File: src/rtl/nvram_upload_reader.sv
// Streams a window of core RAM out through the hps_io upload port, pausing the
// CPU and holding the host off with ioctl_wait until each byte is valid.
module nvram_upload_reader #(
  parameter int unsigned              ADDR_W = 16,
  parameter int unsigned              INDEX  = 4,
  parameter logic [ADDR_W-1:0]        BASE   = ADDR_W'(16'hC800),
  parameter int unsigned              LEN    = 256,
  parameter int unsigned              RD_LAT = 2
) (
  input  logic              clk_sys,
  input  logic              RESET_n,
  input  logic              ioctl_upload,
  input  logic [7:0]        ioctl_index,
  input  logic [24:0]       ioctl_addr,
  input  logic              ioctl_rd,
  output logic [7:0]        ioctl_din,
  output logic              ioctl_wait,
  output logic              pause_req,
  input  logic              paused,
  output logic [ADDR_W-1:0] ram_addr,
  output logic              ram_rd,
  input  logic [7:0]        ram_data,
  output logic              busy
);

  localparam int unsigned CNT_W = 2;

  typedef enum logic [2:0] {
    S_IDLE, S_PAUSE, S_ISSUE, S_LAT, S_READY, S_ADV
  } state_e;

  state_e            state_q, state_d;
  logic [7:0]        din_q, din_d;
  logic              wait_q, wait_d;
  logic              pause_q, pause_d;
  logic [ADDR_W-1:0] raddr_q, raddr_d;
  logic              rd_q, rd_d;
  logic              busy_q, busy_d;
  logic [CNT_W-1:0]  cnt_q, cnt_d;

  logic sel;
  logic in_range;

  assign sel      = ioctl_upload & (ioctl_index == 8'(INDEX));
  assign in_range = ioctl_addr < 25'(LEN);

  // Next-state and registered-output logic
  always_comb begin
    state_d = state_q;
    din_d   = din_q;
    wait_d  = wait_q;
    pause_d = pause_q;
    raddr_d = raddr_q;
    rd_d    = 1'b0;
    cnt_d   = cnt_q;

    unique case (state_q)
      S_IDLE: begin
        if (sel) begin
          state_d = S_PAUSE;
          wait_d  = 1'b1;
          pause_d = 1'b1;
        end
      end
      S_PAUSE: begin
        wait_d = 1'b1;
        if (paused) state_d = S_ISSUE;
      end
      S_ISSUE: begin
        if (in_range) begin
          raddr_d = BASE + ioctl_addr[ADDR_W-1:0];
          rd_d    = 1'b1;
          cnt_d   = CNT_W'(RD_LAT);
          state_d = S_LAT;
        end else begin
          din_d   = 8'hFF;
          wait_d  = 1'b0;
          state_d = S_READY;
        end
      end
      S_LAT: begin
        cnt_d = cnt_q - CNT_W'(1);
        if (cnt_q == CNT_W'(1)) begin
          din_d   = ram_data;
          wait_d  = 1'b0;
          state_d = S_READY;
        end
      end
      S_READY: begin
        if (ioctl_rd) begin
          wait_d  = 1'b1;
          state_d = S_ADV;
        end
      end
      S_ADV: begin
        state_d = S_ISSUE;
      end
      default: begin
        state_d = S_IDLE;
      end
    endcase

    // Losing the upload window aborts from anywhere, ahead of any other event
    if ((state_q != S_IDLE) && !sel) begin
      state_d = S_IDLE;
      pause_d = 1'b0;
      wait_d  = 1'b0;
      rd_d    = 1'b0;
      din_d   = din_q;
      raddr_d = raddr_q;
      cnt_d   = '0;
    end

    busy_d = (state_d != S_IDLE);
  end

  always_ff @(posedge clk_sys or negedge RESET_n) begin
    if (!RESET_n) begin
      state_q <= S_IDLE;
      din_q   <= 8'h00;
      wait_q  <= 1'b0;
      pause_q <= 1'b0;
      raddr_q <= '0;
      rd_q    <= 1'b0;
      busy_q  <= 1'b0;
      cnt_q   <= '0;
    end else begin
      state_q <= state_d;
      din_q   <= din_d;
      wait_q  <= wait_d;
      pause_q <= pause_d;
      raddr_q <= raddr_d;
      rd_q    <= rd_d;
      busy_q  <= busy_d;
      cnt_q   <= cnt_d;
    end
  end

  assign ioctl_din  = din_q;
  assign ioctl_wait = wait_q;
  assign pause_req  = pause_q;
  assign ram_addr   = raddr_q;
  assign ram_rd     = rd_q;
  assign busy       = busy_q;

endmodule

File: config.mk
export PLATFORM = sky130hd
export DESIGN_NAME = nvram_upload_reader
export DESIGN_NICKNAME = d
export VERILOG_FILES = /design/src/rtl/nvram_upload_reader.sv
export SDC_FILE = /design/constraint.sdc
export NUM_CORES = 1
export LEC_CHECK = 0
export BUFFER_PORTS_ARGS = -buffer_cell sky130_fd_sc_hd__buf_4
export CORE_AREA = 3 3 81 52
export CTS_CLUSTER_DIAMETER = 60
export CTS_CLUSTER_SIZE = 8
export DETAILED_ROUTE_END_ITERATION = 16
export DIE_AREA = 0 0 84 55
export GPL_TIMING_DRIVEN = 0
export HOLD_SLACK_MARGIN = 0.12
export PLACE_DENSITY = 0.78
export REMOVE_ABC_BUFFERS = 1
export SYNTH_ARGS = -nofsm -noshare
export SYNTH_HDL_FRONTEND = slang
export SYNTH_SLANG_ARGS = --single-unit
File: constraint.sdc
create_clock -name clk_sys -period 2.98 [get_ports clk_sys]
set_clock_uncertainty 0.2 [all_clocks]
set_input_delay 0.596 -clock clk_sys [delete_from_list [all_inputs] [get_ports clk_sys]]
set_output_delay 0.596 -clock clk_sys [all_outputs]
set_load 0.05 [all_outputs]
# After elaboration in Yosys (flattened, before gate mapping)
# Cells that the tools add are included.
# word_totals
ff_bits	33
latch_bits	0
ram_bits	0
romBits	0
out_inout_bits	28
n_memories	0
# classes
n_addsub	2
multipliers	0
div	0
magnitude_cmp	1
eq_ne	14
shifts	0
n_mux	24
bitwise_logic	2
n_reduce_logical	15
# ops
op	count
$lt A25 B9 Y1 const B	1
$mux W3	6
$pmux W3 S6	1
$add A16 B16 Y16 const A	1
$mux W8	2
$pmux W8 S2	1
$ne A3 B3 Y1 const B	5
$mux W1	10
$reduce_bool A3 Y1	3
$eq A8 B3 Y1 const B	1
$eq A3 B2 Y1 const B	2
$eq A3 B3 Y1 const B	2
$reduce_bool A2 Y1	3
$reduce_bool A6 Y1	1
$pmux W1 S5	1
$reduce_and A5 Y1	1
$mux W2	2
$ne A2 B2 Y1 const B	2
$pmux W2 S2	1
$reduce_and A2 Y1	2
$reduce_and A4 Y1	1
$eq A3 B1 Y1 const B	1
$logic_not A3 Y1	1
$reduce_and A3 Y1	1
other kinds (6)	6

# Longest topological paths before layout
# Gate-level depths: netlist of run 1.
# depth
ltp_word	6
ltp_mapped	8
ltp_nobuf	7

# Worst setup path before layout of run 1
# Ideal clock, no wire load.
# synth_path
kind	in2reg
from	in ioctl_addr[11]
to	reg raddr_q[0] (netlist: ram_addr[0])
t_arrival_ns	2.477
required_ns	2.655
slack_ns	0.178
path_stages	7
path_buffers	1
path_cell_list	inv_1 -> ha_1 -> or4b_4 -> or2_4 -> nor4_4 -> buf_6 -> mux2_2
# synth_between
elab_chain_cells	2
# synth_lines
element	line_no	source
start: declaration	14	input logic [24:0] ioctl_addr,
$lt A25 B9 Y1	45	assign in_range = ioctl_addr < 25'(LEN);
$reduce_and A3 Y1 (no line)	n/a	
end signal: assignment	132	raddr_q <= raddr_d;
end: declaration	36	logic [ADDR_W-1:0] raddr_q, raddr_d;
# No other way between the ends.
# A chain may end at the register's enable or synchronous reset.

# Worst setup path after layout of run 1
# layout_path
from	reg state_q[1]
to	reg raddr_q[6] (netlist: ram_addr[6])
# layout_between
elab_chain_cells	4
word_cells_on_any_way	5
# layout_lines
element	line_no	source
start: declaration	32	state_e state_q, state_d;
start signal: assignment	128	state_q <= state_d;
$reduce_bool A3 Y1	104	if ((state_q != S_IDLE) && !sel) begin
$logic_and A1 B1 Y1	104	
$not A1 Y1 (no line)	n/a	
$reduce_and A3 Y1 (no line) (*)	n/a	
# Mark *: on every way between the ends. The rest lies on a longest branch, timed or not.

==> metrics.txt, run 1 <==
vias in the first global route 1368; chip height 55 µm; largest net degree at the start of global routing 34; syn avg cell area 11.7 µm²; placer congestion estimate 0.808; post-cts sizing count 0; status finished, final reports clean; Critical-path top delay cell dfrtp_1; max incr delay on CP 0.51 ns; Synth area leader dfrtp_1; Slew headroom 67.7%; power density over the cells 606 nW/µm²; total grt overflow 0; clk slew on worst S/H paths 0.07 ns; synthesized flop and latch total 33; final setup vio count 0; worst hold path type register to register; Final #Nets 265; Inserted Clock Buffers 5; placed cell areas 2170 µm²; critical path buffer and inverter count 1; Fillers 280; area grow syn2layout 43.9%; CTS tree yes; Setup CP Type register to register; max frequency 0.385 GHz; post-route antenna net violation count 0; DRC viols 0; fin crit share 87.1%; Clock Latency Late Sink 0.28 ns; post-synthesis async set-or-reset flop share 100%; CP Capture Type register; I/O Buffers 73; most common cell in the netlist dfrtp_1; die area 4620 µm²; crit-path max FO 13; Synth Flop Type dfrtp_1; Worst EP arrival 2.57 ns; hpwl dp 3200 µm; Lkg Pwr 0.00111 µW; Clock Path Buffers 2; TritonRoute pass-1 iters 4; Antenna diodes 0; Max-Cap Viols 0; number of vias per cell 5.27; RSZ-0062 raised after global routing no; # IOs 74; gr usage total 18.9%; Core Util, Final 63.9%; Die Span X 84 µm; initial antenna violation count 0; Post-synth EDFFs 0; post-route cell area 2300 µm²; drt wl/cell 16.0 µm; Clock Sinks 33; share of layout cells above drive strength 1 50.0%; Syn Std Cell Area 1600 µm²; min Tclk post-route 2.59 ns; DRT iter0 DRCs 115; DR vias 1375; clk root buf clkbuf_8; num rows 17; Worst-Margin Slew 0.483 ns; Required @ worst endpoint 2.95 ns; first-pass GRT wire length 6600 µm; Final Max Slew Viols 0; synth unique cells 38; post-synth top area share 51.8%; top post-synthesis cells by count dfrtp_1 (33), mux2_2 (14), o22a_1 (8); post-synthesis cell count 136; Top Family by Delay on Critical Path simple AND/OR/NAND/NOR gates; H-tree levels 2; register area share after synthesis 51.8%; Yosys warning count 0; final wirelength 4180 µm; IR drop worst, VDD 0.000381 V; crit-path cells or3_1, ha_1, nor4_4, buf_4, mux2_2; final hold violations 0; Initial Util 44.4%; Core ar. 3590 µm²; top cells by area, synth dfrtp_1 (52%), mux2_2 (9.9%), ha_1 (4.7%), o22a_1 (4.4%), nor3_1 (1.9%); Startpoint Class register
[worst reg2reg max path, cell delays in order (launching register included)]
cell and delay, ns:
dfrtp_1 0.51, or3_1 0.47, ha_1 0.34, nor4_4 0.41, buf_4 0.21, mux2_2 0.34
[layer usage]
metal | global-route usage (%) | part of all wire [%] | vias to the layer above
met5 | 0 | 0 | -
met4 | 8.82 | 1.2 | 0
met3 | 6.21 | 7.2 | 4
met2 | 30.5 | 49 | 50
met1 | 23.8 | 43 | 672
li1 | - | - | 649
[report_power, final]
part | internal, µW | switching (µW) | leakage (µW)
registers | 501 | 55.7 | 0.000410
clock network | 161 | 171 | 0.0000439
logic | 199 | 303 | 0.000651
total | 860 | 530 | 0.00111
[cell families (layout without fill, tap and decap cells)]
kind of cell | count (synthesis) | in the layout | share of synthesized area [%]
adders and majority gates | 6 | 6 | 4.71
muxes | 14 | 14 | 9.88
buffers and inverters | 12 | 90 | 3.29
AOI/OAI and AO/OA | 28 | 28 | 12.4
and+or+nand+nor | 42 | 42 | 17.4
DFF | 33 | 33 | 51.8
xor gates and xnor gates | 1 | 1 | 0.549
[state kept, by name, summed over array words and instances (netlist names)]
name        cells
ram_addr       16
state_q         3
ioctl_wait      1
pause_req       1
cnt_q           2
ram_rd          1
busy            1
ioctl_din       8
[path summary, 6_finish.rpt]
| path | from | endpoint | slack [ns] | cells after the start |
|---|---|---|---|---|
| max | state_q[1]$_DFF_PN0_ | ram_addr[6]$_DFFE_PN0P_ | 0.39 | 5 |
| min | ram_addr[15]$_DFFE_PN0P_ | ram_addr[15]$_DFFE_PN0P_ | 0.27 | 1 |
| max reg2reg | state_q[1]$_DFF_PN0_ | ram_addr[6]$_DFFE_PN0P_ | 0.39 | 5 |
| min reg2reg | ram_addr[15]$_DFFE_PN0P_ | ram_addr[15]$_DFFE_PN0P_ | 0.27 | 1 |
| max in group asynchronous | RESET_n | pause_req$_DFFE_PN0P_ | 1.66 | 2 |
| min in group asynchronous | RESET_n | ram_addr[12]$_DFFE_PN0P_ | 0.62 | 2 |
[final cells by class]
class / instances / area, µm² / area share (%)
clock buffers: 5 / 68.8 / 3.00
clock inverters: 3 / 17.5 / 0.763
inverters: 6 / 22.5 / 0.981
multi-input cells: 91 / 717 / 31.2
flip-flops and latches: 33 / 826 / 36.0
well taps: 47 / 58.8 / 2.56
repair buffers: 76 / 586 / 25.5
[through the flow]
| step | total power (µW) | setup WS, ns | TNS (ns) | cells | hold slack (ns) |
|---|---|---|---|---|---|
| final | 1390 | 0.385 | 0 | 261 | 0.270 |
| after global routing | 1480 | 0.320 | 0 | 261 | 0.289 |
| after CTS | 1400 | 0.416 | 0 | 261 | 0.273 |
| after detailed placement | 1060 | -0.367 | -5.27 | 250 | 0.256 |
| after global placement | 1040 | -0.267 | -3.75 | 250 | 0.257 |
| after floorplan | 888 | 0.0752 | 0 | 130 | 0.100 |
[cell usage in the layout (no fill, tap or decap), types with 2 or more instances in the layout]
master,Yosys,layout
o21ai_0,5,5
clkbuf_8,0,5
buf_4,0,74
nand2_1,4,4
nor4b_1,2,2
dfrtp_1,33,33
nor3_1,6,6
o21a_1,2,2
or3_2,2,2
nand3_1,3,3
nor2_1,5,5
or3b_2,3,3
clkinv_2,0,2
a21oi_1,4,4
inv_1,6,6
o22a_1,8,8
mux2_2,14,14
nand3b_1,4,4
a31oi_1,2,2
or2_2,2,2
ha_1,6,6
nor2b_1,2,2
[what timing repair did]
item | CTS | global route
hold buffers | 1 | 0
hold endpoints to repair | 33 | 0
setup endpoints to repair | 14 | 0
buffers inserted | 2 | 0
No activity file was read; power rests on OpenSTA's default activity.
==> run 2, diff against run 1 <==
--- a/config.mk
+++ b/config.mk
@@ -5,15 +5,17 @@
 export SDC_FILE = /design/constraint.sdc
 export NUM_CORES = 1
 export LEC_CHECK = 0
+export ABC_AREA = 0
 export BUFFER_PORTS_ARGS = -buffer_cell sky130_fd_sc_hd__buf_4
-export CORE_AREA = 3 3 81 52
+export CORE_AREA = 3 3 79 51
+export CTS_BUF_LIST = sky130_fd_sc_hd__clkbuf_8
 export CTS_CLUSTER_DIAMETER = 60
 export CTS_CLUSTER_SIZE = 8
 export DETAILED_ROUTE_END_ITERATION = 16
-export DIE_AREA = 0 0 84 55
+export DIE_AREA = 0 0 82 54
 export GPL_TIMING_DRIVEN = 0
 export HOLD_SLACK_MARGIN = 0.12
-export PLACE_DENSITY = 0.78
+export PLACE_DENSITY = 0.8
 export REMOVE_ABC_BUFFERS = 1
 export SYNTH_ARGS = -nofsm -noshare
 export SYNTH_HDL_FRONTEND = slang
==> metrics.txt, run 2 (same netlist as run 1, synthesis figures left out) <==
Max-Cap Viols 0; power density over the cells 638 nW/µm²; Required @ worst endpoint 2.95 ns; final wirelength 3990 µm; Final Max Slew Viols 0; hpwl dp 3010 µm; Critical-path top delay cell or4b_4; share of layout cells above drive strength 1 49.8%; area grow syn2layout 44.1%; final cell count without fillers 258; Most common cell on crit path buf_4; max frequency 0.383 GHz; fin crit share 87.5%; Core Util, Final 70.0%; worst hold path type register to register; chip height 54 µm; number of vias per cell 5.32; DRC viols 0; CP Capture Type register; clk slew on worst S/H paths 0.07 ns; Antenna diodes 0; Clock Latency Late Sink 0.28 ns; Worst EP arrival 2.57 ns; placed cell areas 2170 µm²; Slew headroom 65.9%; gr usage total 19.3%; die area 4430 µm²; status finished, final reports clean; H-tree levels 2; min Tclk post-route 2.61 ns; final setup vio count 0; crit-path max FO 10; initial antenna violation count 0; Final #Nets 265; drt wl/cell 15.5 µm; # IOs 74; Core ar. 3280 µm²; pre-CTS setup slack -0.312 ns; first-pass GRT wire length 6290 µm; final hold violations 0; setup ws final 0.371 ns; TritonRoute pass-1 iters 4; max incr delay on CP 0.46 ns; post-route cell area 2300 µm²; CTS tree yes; largest net degree at the start of global routing 34; max reg flops 16; placer congestion estimate 0.845; crit-path cells buf_4, inv_1, ha_1, or4b_4, or2_4, nor4_4, buf_4, mux2_2; Lkg Pwr 0.00111 µW; Fillers 243; vias in the first global route 1393; total grt overflow 0; Setup CP Type input port to register; IR drop worst, VDD 0.000608 V; Worst-Margin Slew 0.510 ns; Clock Sinks 33; reg2reg setup slack 0.46 ns; post-route antenna net violation count 0; I/O Buffers 73; most frequent cells in the layout buf_4 (75), dfrtp_1 (33), mux2_2 (14); Clock Path Buffers 2; Startpoint Class input port; RSZ-0062 raised after global routing no; most common cell after layout, fill and taps aside buf_4; num rows 16; Top Family by Delay on Critical Path simple AND/OR/NAND/NOR gates; dpl cells 248; clk root buf clkbuf_8; DR vias 1372; critical path buffer and inverter count 3; Die Span X 82 µm; Initial Util 48.6%; Inserted Clock Buffers 5; DRT iter0 DRCs 108
run 2: cell count changes in the layout (fill, tap and decap cells not counted):
cell | previous run | this run
buf_12 | 1 | 0
buf_4 | 74 | 75
bufinv_16 | 0 | 1
clkinv_2 | 2 | 1
clkinvlp_4 | 1 | 0
run 2: final timing paths:
| check | from | to | cells after the start |
|---|---|---|---|
| worst max-delay path | ioctl_addr[11] | ram_addr[8]$_DFFE_PN0P_ | 8 |
| min in group asynchronous | RESET_n | ram_addr[0]$_DFFE_PN0P_ | 2 |
| worst max register to register | state_q[1]$_DFF_PN0_ | ioctl_din[4]$_DFFE_PN0P_ | 4 |
| worst min-delay path | ram_addr[15]$_DFFE_PN0P_ | ram_addr[15]$_DFFE_PN0P_ | 1 |
| worst min register to register | ram_addr[15]$_DFFE_PN0P_ | ram_addr[15]$_DFFE_PN0P_ | 1 |
| max in group asynchronous | RESET_n | ioctl_din[7]$_DFFE_PN0P_ | 2 |
run 2: layer usage:
| metal | wire (µm) | track usage [%] | vias to the layer above |
|---|---|---|---|
| li1 | - | - | 651 |
| met1 | 1680 | 24.6 | 657 |
| met2 | 1930 | 30.2 | 51 |
| met3 | 286 | 6.69 | 13 |
| met4 | 94 | 8.29 | 0 |
| met5 | 0 | 0 | - |
run 2: worst register-to-register path: stages (launching register included):
cell and delay (ns):
dfrtp_1 0.51, or3_1 0.47, ha_1 0.35, or3b_2 0.64
o22a_1 0.25
run 2: repair_timing:
action,CTS,global route
pin swaps,1,1
hold buffers,1,0
endpoints found under the hold margin,33,0
resized for setup,0,0
setup buffers,0,2
setup endpoints to repair,4,14
run 2: per-stage QoR:
step,setup TNS (ns),power [µW],hold slack (ns)
floorplan,0,888,0.100
global placement,-3.88,1040,0.258
detailed placement,-4.32,1060,0.268
CTS,0,1470,0.283
global route,0,1550,0.313
finish,0,1470,0.283
run 2: power by group:
part / total (µW) / switching [µW] / internal, µW
Combinational: 511 / 311 / 199
Clock: 400 / 157 / 243
Sequential: 557 / 56.5 / 501
run 2: area by class of cell:
type	instances	area [µm²]	share of cell area (%)
Clock buffer	5	68.8	2.99
Clock inverter	2	35.0	1.52
Inverter	6	22.5	0.980
Multi-Input combinational cell	91	717	31.2
Sequential cell	33	826	35.9
Tap cell	45	56.3	2.45
Timing Repair Buffer	76	573	24.9
==> run 3, diff against run 2 <==
--- a/config.mk
+++ b/config.mk
@@ -7,16 +7,16 @@
 export LEC_CHECK = 0
 export ABC_AREA = 0
 export BUFFER_PORTS_ARGS = -buffer_cell sky130_fd_sc_hd__buf_4
-export CORE_AREA = 3 3 79 51
+export CORE_AREA = 3 3 93 60
 export CTS_BUF_LIST = sky130_fd_sc_hd__clkbuf_8
 export CTS_CLUSTER_DIAMETER = 60
 export CTS_CLUSTER_SIZE = 8
 export DETAILED_ROUTE_END_ITERATION = 16
-export DIE_AREA = 0 0 82 54
+export DIE_AREA = 0 0 96 63
 export GPL_TIMING_DRIVEN = 0
 export HOLD_SLACK_MARGIN = 0.12
-export PLACE_DENSITY = 0.8
 export REMOVE_ABC_BUFFERS = 1
+export SKIP_CTS_REPAIR_TIMING = 1
 export SYNTH_ARGS = -nofsm -noshare
 export SYNTH_HDL_FRONTEND = slang
 export SYNTH_SLANG_ARGS = --single-unit
==> metrics.txt, run 3 (same netlist as run 1, synthesis figures left out) <==
chip height 63 µm; CTS tree yes; CP Capture Type register; RSZ-0062 raised after global routing no; drt wl/cell 13.7 µm; clk root buf clkbuf_8; Critical-path top delay cell or4b_4; Required @ worst endpoint 2.94 ns; Worst EP arrival 2.56 ns; power density over the cells 630 nW/µm²; Clock Path Buffers 2; vias in the first global route 1287; worst hold path type register to register; Top Family by Delay on Critical Path simple AND/OR/NAND/NOR gates; IR drop worst, VDD 0.000281 V; max reg flops 16; Initial Util 32.7%; Clock Latency Late Sink 0.27 ns; clk slew on worst S/H paths 0.07 ns; post-route cell area 2340 µm²; gr usage total 13.0%; Lkg Pwr 0.00112 µW; reg2reg setup slack 0.46 ns; DRC viols 0; Setup CP Type input port to register; crit-path cells buf_4, inv_1, ha_1, or4b_4, or2_4, nor4_4, buf_12, mux2_2; post-route antenna net violation count 0; Inserted Clock Buffers 5; num rows 20; Final Max Slew Viols 0; Antenna diodes 0; DR vias 1316; Clock Sinks 33; first-pass GRT wire length 6110 µm; placed cell areas 2200 µm²; setup ws final 0.378 ns; max frequency 0.384 GHz; max incr delay on CP 0.48 ns; die area 6050 µm²; TritonRoute pass-1 iters 4; min Tclk post-route 2.60 ns; critical path buffer and inverter count 3; final cell count without fillers 279; most common cell after layout, fill and taps aside buf_4; area grow syn2layout 46.8%; # IOs 74; final setup vio count 0; DRT iter0 DRCs 59; Core ar. 4880 µm²; Startpoint Class input port; total grt overflow 0; Worst-Margin Slew 0.580 ns; H-tree levels 2; Max-Cap Viols 0; hpwl dp 2860 µm; dpl cells 269; crit-path max FO 16; Final #Nets 264; I/O Buffers 73; status finished, final reports clean; Core Util, Final 48.0%; total power 1480 µW; placer congestion estimate 0.765; Slew headroom 61.2%; fin crit share 87.3%; final wirelength 3820 µm; largest net degree at the start of global routing 34; final hold violations 0; number of vias per cell 4.72; share of layout cells above drive strength 1 49.3%; most frequent cells in the layout buf_4 (73), dfrtp_1 (33), mux2_2 (14); Die Span X 96 µm; initial antenna violation count 0; pre-CTS setup slack -0.386 ns
==> run 3: routing by layer <==
layer  share of wire (%)  vias to the layer above  track usage [%]
met5                   0                        -                0
met4                0.63                        0             2.66
met3                  11                        2             6.62
met2                  38                       59             15.6
met1                  50                      610             20.0
li1                    -                      645                -
==> run 3: where the power goes <==
group,internal (µW),total (µW),switching [µW],leakage (µW)
clock,269,420,151,0.0000626
sequential,501,556,54.8,0.000410
combinational,198,500,302,0.000646
==> run 3: cell type report <==
| cell class | instances | area [µm²] |
|---|---|---|
| inverters | 6 | 22.5 |
| well taps | 66 | 82.6 |
| repair buffers | 75 | 578 |
| fillers | 464 | 2540 |
| flip-flops and latches | 33 | 826 |
| multi-input cells | 91 | 717 |
| clock inverters | 2 | 33.8 |
| clock buffers | 6 | 82.6 |
==> run 3: final timing paths <==
check                                    startpoint  cells after the start                       end
setup reg to reg               state_q[1]$_DFF_PN0_                      4  ioctl_din[0]$_DFFE_PN0P_
setup / recovery                     ioctl_addr[11]                      8   ram_addr[5]$_DFFE_PN0P_
hold reg to reg            ram_addr[15]$_DFFE_PN0P_                      1  ram_addr[15]$_DFFE_PN0P_
hold / removal             ram_addr[15]$_DFFE_PN0P_                      1  ram_addr[15]$_DFFE_PN0P_
min in group asynchronous                   RESET_n                      2  ioctl_din[4]$_DFFE_PN0P_
max in group asynchronous                   RESET_n                      2  ram_addr[13]$_DFFE_PN0P_
==> run 3: worst reg2reg max path: cells and delay by family, from the launching register on <==
family | cells | cell delay (ns)
DFF | 1 | 0.51
AOI/OAI and AO/OA | 1 | 0.24
and+or+nand+nor | 2 | 1.12
adders and majority gates | 1 | 0.35
==> run 3: per-stage QoR <==
| stage | setup TNS, ns | hold slack, ns |
|---|---|---|
| final | 0 | 0.271 |
| after global routing | 0 | 0.297 |
| after CTS | -1.20 | 0.0630 |
| after global placement | -5.26 | 0.262 |
| after floorplan | 0 | 0.100 |
| after detailed placement | -5.55 | 0.262 |
